==> src/rtl/ph_fifo_pkg.sv <==
// ph_fifo_pkg: shared types, count width and parameter checks for ph_fifo_bank
package ph_fifo_pkg;
  typedef enum logic [1:0] {IDLE, FILL, DRAIN} mode_state_t;
  function automatic int cnt_w(input int depth);
    return $clog2(depth) + 1;
  endfunction
  function automatic bit params_ok(input int num_ch, input int depth, input int data_w, input int mode_ch, input int thresh);
    return num_ch >= 1 && num_ch <= 8 && depth >= 2 && depth <= 64 && (depth & (depth - 1)) == 0 &&
           data_w >= 1 && mode_ch >= 0 && mode_ch < num_ch && thresh >= 1 && thresh <= depth;
  endfunction
endpackage

==> src/rtl/ph_fifo_chan.sv <==
// ph_fifo_chan: one FIFO channel with storage, pointers, count, full decode and sticky overflow under PH_FIFO_BANK_OVF_EN
module ph_fifo_chan
  import ph_fifo_pkg::*;
#(
  parameter int DEPTH  = 2,
  parameter int DATA_W = 8
) (
  input  logic                      clk,
  input  logic                      rst,
  input  logic                      wr,
  input  logic                      rd,
  input  logic [DATA_W-1:0]         din,
  input  logic                      force_full,
  output logic                      full,
  output logic [cnt_w(DEPTH)-1:0]   cnt,
  output logic [DATA_W-1:0]         head
`ifdef PH_FIFO_BANK_OVF_EN
  ,
  output logic                      ovf
`endif
);
  localparam int CW = cnt_w(DEPTH);
  localparam int AW = $clog2(DEPTH);
  logic [DATA_W-1:0] mem [DEPTH];
  logic [AW-1:0] wp, rp;
  logic push_ok, pop_ok;
  assign full    = cnt == CW'(DEPTH) || force_full;
  assign push_ok = wr && !full;
  assign pop_ok  = rd && cnt != '0;
  assign head    = mem[rp];
  always_ff @(posedge clk) begin
    if (rst) begin
      wp  <= '0;
      rp  <= '0;
      cnt <= '0;
    end else begin
      wp  <= push_ok ? wp + 1'b1 : wp;
      rp  <= pop_ok ? rp + 1'b1 : rp;
      cnt <= cnt + CW'(push_ok) - CW'(pop_ok);
    end
  end
  always_ff @(posedge clk) begin
    if (push_ok && !rst) mem[wp] <= din;
  end
`ifdef PH_FIFO_BANK_OVF_EN
  always_ff @(posedge clk) begin
    if (rst) ovf <= 1'b0;
    else if (wr && full) ovf <= 1'b1;
    else if (pop_ok) ovf <= 1'b0;
  end
`endif
endmodule

==> src/rtl/ph_fifo_bank.sv <==
// ph_fifo_bank: parasite-to-host FIFO bank with mode-switched channel MODE_CH; h_overflow present with PH_FIFO_BANK_OVF_EN
module ph_fifo_bank
  import ph_fifo_pkg::*;
#(
  parameter int NUM_CH       = 4,
  parameter int DEPTH        = 2,
  parameter int DATA_W       = 8,
  parameter int MODE_CH      = 2,
  parameter int MULTI_THRESH = 2
) (
  input  logic              h_phi2,
  input  logic              h_rst,
  input  logic [DATA_W-1:0] p_data,
  input  logic [NUM_CH-1:0] p_selectData,
  input  logic              p_wr,
  input  logic [NUM_CH-1:0] h_selectData,
  input  logic              h_rd,
  input  logic              one_byte_mode,
  output logic [DATA_W-1:0] h_data,
  output logic [NUM_CH-1:0] h_data_available,
  output logic              h_zero_bytes_available,
  output logic [NUM_CH-1:0] p_full
`ifdef PH_FIFO_BANK_OVF_EN
  ,
  output logic [NUM_CH-1:0] h_overflow
`endif
);
  localparam int CW = cnt_w(DEPTH);
  if (!params_ok(NUM_CH, DEPTH, DATA_W, MODE_CH, MULTI_THRESH)) begin : g_bad_params
    $error("ph_fifo_bank: parameter out of range");
  end
  logic [NUM_CH-1:0] sel;
  logic [CW-1:0] cnt [NUM_CH];
  logic [DATA_W-1:0] head [NUM_CH];
  logic mode_q, mc_push, mc_pop;
  logic [CW-1:0] nc;
  mode_state_t st, st_nxt;
  assign sel     = h_selectData & (~h_selectData + 1'b1);
  assign mc_push = p_wr && p_selectData[MODE_CH] && !p_full[MODE_CH];
  assign mc_pop  = h_rd && sel[MODE_CH] && cnt[MODE_CH] != '0;
  assign nc      = cnt[MODE_CH] + CW'(mc_push) - CW'(mc_pop);
  assign h_zero_bytes_available = cnt[MODE_CH] == '0;
  for (genvar i = 0; i < NUM_CH; i++) begin : g_ch
    ph_fifo_chan #(.DEPTH(DEPTH), .DATA_W(DATA_W)) u_chan (
      .clk        (h_phi2),
      .rst        (h_rst),
      .wr         (p_wr && p_selectData[i]),
      .rd         (h_rd && sel[i]),
      .din        (p_data),
      .force_full (i == MODE_CH && mode_q && cnt[i] != '0),
      .full       (p_full[i]),
      .cnt        (cnt[i]),
      .head       (head[i])
`ifdef PH_FIFO_BANK_OVF_EN
      ,
      .ovf        (h_overflow[i])
`endif
    );
    assign h_data_available[i] = (i == MODE_CH && !mode_q) ? st == DRAIN : cnt[i] != '0;
  end
  always_comb begin
    h_data = '0;
    for (int k = 0; k < NUM_CH; k++) h_data = (sel[k] && cnt[k] != '0) ? head[k] : h_data;
  end
  always_comb begin
    st_nxt = st;
    if (mode_q) st_nxt = nc == '0 ? IDLE : DRAIN;
    else if (st == IDLE) st_nxt = mc_push ? (nc >= CW'(MULTI_THRESH) ? DRAIN : FILL) : IDLE;
    else st_nxt = nc == '0 ? IDLE : (nc >= CW'(MULTI_THRESH) || st == DRAIN) ? DRAIN : FILL;
  end
  always_ff @(posedge h_phi2) begin
    if (h_rst) begin
      st     <= IDLE;
      mode_q <= 1'b0;
    end else begin
      st     <= st_nxt;
      mode_q <= one_byte_mode;
    end
  end
endmodule
==> config.mk <==
export PLATFORM = sky130hd
export DESIGN_NAME = ph_fifo_bank
export DESIGN_NICKNAME = d
export VERILOG_FILES = /design/src/rtl/ph_fifo_pkg.sv /design/src/rtl/ph_fifo_chan.sv /design/src/rtl/ph_fifo_bank.sv
export SDC_FILE = /design/constraint.sdc
export NUM_CORES = 1
export LEC_CHECK = 0
export ABC_AREA = 1
export CELL_PAD_IN_SITES_DETAIL_PLACEMENT = 1
export CELL_PAD_IN_SITES_GLOBAL_PLACEMENT = 1
export CORE_MARGIN = 4
export CORE_UTILIZATION = 44
export DETAILED_ROUTE_END_ITERATION = 10
export PLACE_DENSITY_LB_ADDON = 0.08
export SKIP_CTS_REPAIR_TIMING = 1
export SYNTH_ARGS = -nofsm -noshare
export SYNTH_HDL_FRONTEND = slang
export SYNTH_SLANG_ARGS = --single-unit
==> constraint.sdc <==
create_clock -name h_phi2 -period 2.4 [get_ports h_phi2]
set_clock_uncertainty 0.1 [all_clocks]
set_input_delay 0.48 -clock h_phi2 [delete_from_list [all_inputs] [get_ports h_phi2]]
set_output_delay 0.48 -clock h_phi2 [all_outputs]
set_load 0.03 [all_outputs]
Word level (Yosys, flattened, before mapping)
Memories as Yosys holds them, arrays and structs flattened. A register that Yosys moved wholly into a read port is not among the register bits.
Index checks and enable logic that the tools add are counted.

word-level totals
  bits in registers = 19
  RAM bits = 64
  input bits = 21
  output and inout port bits = 17
  logic and storage cells = 110
  memories kept = 4

memory list
  memory              words  width  read ports  clocked after memory_dff  wr ports  RTL line            source
  g_ch[0].u_chan.mem  2      8      1           1                         1         ph_fifo_chan.sv:24  logic [DATA_W-1:0] mem [DEPTH];
  g_ch[1].u_chan.mem  2      8      1           1                         1         ph_fifo_chan.sv:24
  g_ch[2].u_chan.mem  2      8      1           1                         1         ph_fifo_chan.sv:24
  g_ch[3].u_chan.mem  2      8      1           1                         1         ph_fifo_chan.sv:24

cells by class
  add/subtract/negate cells = 17
  order comparisons = 1
  equal/unequal tests = 5
  mux-type cells = 28
  bitwise logic cells = 2
  reduce and logical (&&, ||, !) cells = 39

operators by type and width
  cell                                                       number
  2-to-1 mux 8 bit                                           4
  logical AND 1 bit                                          25
  2-to-1 mux 1 bit                                           17
  2-to-1 mux 2 bit                                           7
  == test 2 bit (second input constant)                      5
  adder 1 bit (second input constant)                        8
  adder 2 x 1 -> 2 bit                                       4
  nonzero test 2 bit                                         4
  subtractor 2 x 1 -> 2 bit                                  4
  zero test 2 bit                                            3
  zero test 1 bit                                            5
  adder 4 x 1 -> 4 bit (second input constant)               1
  AND 4 bit                                                  1
  NOT 4 bit                                                  1
  greater-or-equal comparator 2 bit (second input constant)  1
  logical OR 1 bit                                           2

Longest topological paths before layout
  depth after elaboration = 13
  depth in mapped cells = 13
  gate-level depth less buffers = 13

Modules after synthesis
A second synthesis with hierarchy kept.

second synthesis, totals
  cell total of the unflattened synthesis = 398
  area, all modules = 4184.0 um2

by module, submodules not included
  module        instances  cells each  area an instance (um2)  sequential area each (um2)
  ph_fifo_chan  4          67          889.6                   580.6
  ph_fifo_bank  1          130         625.6                   60.1

Least setup slack after synthesis
No wires, ideal clock.

  kind = flip-flop to flip-flop
  start = reg g_ch[2].u_chan.cnt[1]
  end = reg st[1]
  library setup time = 0.113 ns
  data arrival time = 1.711 ns
  data required time = 2.187 ns
  setup slack = 0.476 ns
  cell stages (with the launch flop) = 12
  path buffers = 0
  period minus slack after synthesis = 1.924 ns
  path through = dfxtp_1 nor2_2 nor2_2 nand2_2 nor2_4 ha_1 inv_1 ha_1 nand2_1 nand3_1 nand2_1 nand2_1

on the way
  elaborated cells between the ends (all ways) = 19
  classes of those cells = add/sub (2); order compare (1); eq/ne (1); mux (7); reduce/logical (8)

RTL lines
  what                               RTL line                                source
  from (decl)                        ph_fifo_chan.sv:15                      output logic [cnt_w(DEPTH)-1:0] cnt,
  from (signal assigned)             ph_fifo_chan.sv:39                      cnt <= cnt + CW'(push_ok) - CW'(pop_ok);
  nonzero test 2 bit *               --
  logical AND 1 bit *                --
  net g_ch[2].u_chan.pop_ok          ph_fifo_chan.sv:26                      logic push_ok, pop_ok;
  subtractor 2 x 1 -> 2 bit *        ph_fifo_bank.sv:41                      assign nc = cnt[MODE_CH] + CW'(mc_push) - CW'(mc_pop);
  net nc[0]                          ph_fifo_bank.sv:36                      logic [CW-1:0] nc;
  greater-or-equal comparator 2 bit  ph_fifo_bank.sv:68, ph_fifo_bank.sv:69
  logical OR 1 bit                   ph_fifo_bank.sv:69                      else st_nxt = nc == '0 ? IDLE : (nc >= CW'(MULTI_THRESH) || st == DRAIN) ? DRAIN : FILL;
  2-to-1 mux 2 bit (2 in a row)      ph_fifo_bank.sv:69
  2-to-1 mux 2 bit                   ph_fifo_bank.sv:68                      else if (st == IDLE) st_nxt = mc_push ? (nc >= CW'(MULTI_THRESH) ? DRAIN : FILL) : IDLE;
  2-to-1 mux 2 bit *                 ph_fifo_bank.sv:67                      if (mode_q) st_nxt = nc == '0 ? IDLE : DRAIN;
  to (signal assigned)               ph_fifo_bank.sv:76                      st <= st_nxt;
  to (decl)                          ph_fifo_bank.sv:37                      mode_state_t st, st_nxt;

The timed path passes the listed nets; every way through them passes the cells marked *.
A chain may end at the register's enable or synchronous reset.

Worst setup path after layout
  start = in h_selectData[1]
  end = out h_data[3]

on the way
  word-level cells in the longest chain between the ends = 7
  elaborated cells between the ends (all ways) = 9
  classes of those cells = add/sub (1); mux (3); bitwise (2); reduce/logical (3)

RTL lines
  what                           RTL line            source
  from (decl)                    ph_fifo_bank.sv:16  input logic [NUM_CH-1:0] h_selectData,
  NOT 4 bit                      ph_fifo_bank.sv:38  assign sel = h_selectData & (~h_selectData + 1'b1);
  adder 4 x 1 -> 4 bit           ph_fifo_bank.sv:38
  AND 4 bit *                    ph_fifo_bank.sv:38
  logical AND 1 bit              ph_fifo_bank.sv:63  for (int k = 0; k < NUM_CH; k++) h_data = (sel[k] && cnt[k] != '0) ? head[k] : h_data;
  2-to-1 mux 8 bit (2 in a row)  ph_fifo_bank.sv:63
  2-to-1 mux 8 bit *             ph_fifo_bank.sv:63
  to (decl)                      ph_fifo_bank.sv:19  output logic [DATA_W-1:0] h_data,

Mark *: on every way between the ends. The rest lies on a longest branch, timed or not.

==> flow_summary.toml <==
[clock_tree]
path_clk_slew_ns = 0.09
cts_buffers = 9
htreeDepth = 3
cts_tree = "built"
clk_latency_ns = 0.35
root_buffer = "clkbuf_8"
cts.sinks = 87
clk_path_buf_depth = 2

[yosys]
synth_area_leaders = "edfxtp_1, dfxtp_1, nand2_1"
ys_ff_latch = 87
synthCells = 412
synth_cell_type_count = 22
yosysSeqAreaShare = 0.618
synth_area_um2 = 3860
synth_warnings = 0
synth_top_area_frac = 0.498
syn_nets = 441
avgSynthCellArea_um2 = 9.36
yosysTopAreaCell = "edfxtp_1"

[place]
gp_congestion = 0.786
dp_hpwl_um = 6420
io_buffers = 37
dp_slack_ns = -0.104

[global_routing]
grt_usage = 0.183
antenna_found_initial = 0
grt_overflow_total = 0
grt_max_degree = 17
first_global_vias = 3020
grt_pass1_wl_um = 14400

[power]
power_mw = 3.25
p_leak_nw = 2.01
power_per_cell_area_nw_per_um2 = 696
ir_worst_vdd_uv = 298

[timing]
worst_pin_slew_ns = 0.459
fin_ws_ns = 0.0664
hold_viol_final = 0
fmax_ghz = 0.429
min_period_ns = 2.33
slew_headroom = 0.693
tns_ns = 0
setup_viol = 0
rsz0062_at_grt = "yes"
period_share = 0.972
holdWs_ns = 0.362
drv_slew = 0

[critical_path]
r2r_slack_ns = 0.44
critical_path_class = "in2out"
crit_fanout = 8
r2r_start = "g_ch[2].u_chan.cnt[1]"
required_ns = 1.82
start_kind = "input pin"
critPathArrivalTime_ns = 1.75
r2r_cells = 12
worstReg2RegEnd = "st[1]"
critPathCapture = "h_data[3]"
critPathLaunch = "h_selectData[1]"
critPathCaptureType = "output pin"

[final_layout]
multiInputGateArea_um2 = 1150
final_cell_mix = "nand2_1, inv_1, edfxtp_1"
nets = 497
antennaDiodeCount = 0
syn_to_final_growth_pct = 21.1
regArea_um2 = 2390
fill_cells = 970
drive_gt1_frac = 0.140
final_common_cell = "nand2_1"

[status]
status = "finished clean"

[routing]
postRouteAntennaNets = 0
routed_wl_um = 8540
routedWlPerCell_um = 14.8
drt_iter0_markers = 88
dr.pass1.iters = 4
drc = 0
viasPerCell = 4.88
vias = 2819

[floorplanning]
die_h_um = 102
initial_core_util = 0.460
io-pin-count = 38
coreArea_um2 = 8380
dieArea_um2 = 10300
std_cell_rows = 33
die_w_um = 102

[job]
drv_cap = 0

[hold_path]
hp-class = "reg2reg"
==> worst max-delay path, stage by stage <==
cell             delay (ns)
clkdlybuf4s50_1        0.53
nor2_2                 0.07
nand2_2                0.12
buf_12                 0.14
nor2_2                 0.03
nor2_1                 0.15
nand2_1                0.08
buf_6                  0.14
==> cell usage after synthesis, drive strengths merged <==
library cell  count
a21oi             7
buf              10
dfxtp            23
edfxtp           64
ha                8
inv              70
nand2           119
nand3            14
nand4             2
nor2             58
nor3              4
o21a              1
o21ai            29
xnor2             3
==> worst min-delay path by stage <==
stage / startpoint / end / slack, ns / cells after the start
4_1_cts: g_ch[0].u_chan.wp / g_ch[0].u_chan.wp / 0.37 / 2
5_1_grt: g_ch[0].u_chan.wp / g_ch[0].u_chan.wp / 0.39 / 2
3_5_place_dp: g_ch[0].u_chan.wp / g_ch[0].u_chan.wp / 0.35 / 2
3_3_place_gp: g_ch[3].u_chan.wp / g_ch[3].u_chan.wp / 0.35 / 2
2_1_floorplan: g_ch[0].u_chan.wp / g_ch[0].u_chan.wp / 0.34 / 2
6_report: g_ch[0].u_chan.wp / g_ch[0].u_chan.wp / 0.36 / 2
==> per-stage QoR <==
step                      cell area (um2)   util  std cells
after floorplan                      3860      -        412
after global placement               4420  0.527        560
after detailed placement             4420  0.527        560
after CTS                            4610  0.550        576
after global routing                 4670  0.557        578
final                                4670  0.557        578
==> cell type report <==
| class | instances | share of cell area |
|---|---|---|
| flip-flops and latches | 87 | 0.511 |
| multi-input cells | 245 | 0.246 |
| repair buffers | 55 | 0.117 |
| inverters | 70 | 0.0563 |
| well taps | 105 | 0.0281 |
| clock buffers | 9 | 0.0265 |
| clock inverters | 7 | 0.0153 |
==> flip-flops by register name, summed over array words and instances, names as in the netlist, named ones only <==
register and count:
g_ch.u_chan.mem 64, g_ch.u_chan.cnt 8, g_ch.u_chan.rp 4, g_ch.u_chan.wp 4
st 2, mode_q 1
==> report_power, final <==
group / leakage [nW] / switching, mW / internal (mW)
clock: 0.0937 / 0.526 / 0.483
sequential: 0.770 / 0.0319 / 1.67
combinational: 1.14 / 0.334 / 0.202
==> cell families (layout without fill, tap and decap cells) <==
family	count (synthesis)	after routing	synth area share
AO/OA/AOI/OAI	37	37	0.0496
XOR/XNOR	3	3	0.00682
adder cells (fa/ha/maj)	8	8	0.0260
buffers and inverters	80	141	0.0886
flip-flops	87	87	0.618
AND/OR/NAND/NOR	197	197	0.211
==> layer usage <==
| metal | GRT usage | vias up | share of wire |
|---|---|---|---|
| li1 | - | 1411 | - |
| met1 | 0.208 | 1347 | 0.41 |
| met2 | 0.345 | 50 | 0.54 |
| met3 | 0.0317 | 11 | 0.034 |
| met4 | 0.0634 | 0 | 0.015 |
| met5 | 0 | - | 0 |
(Power assumes the default switching activity.)
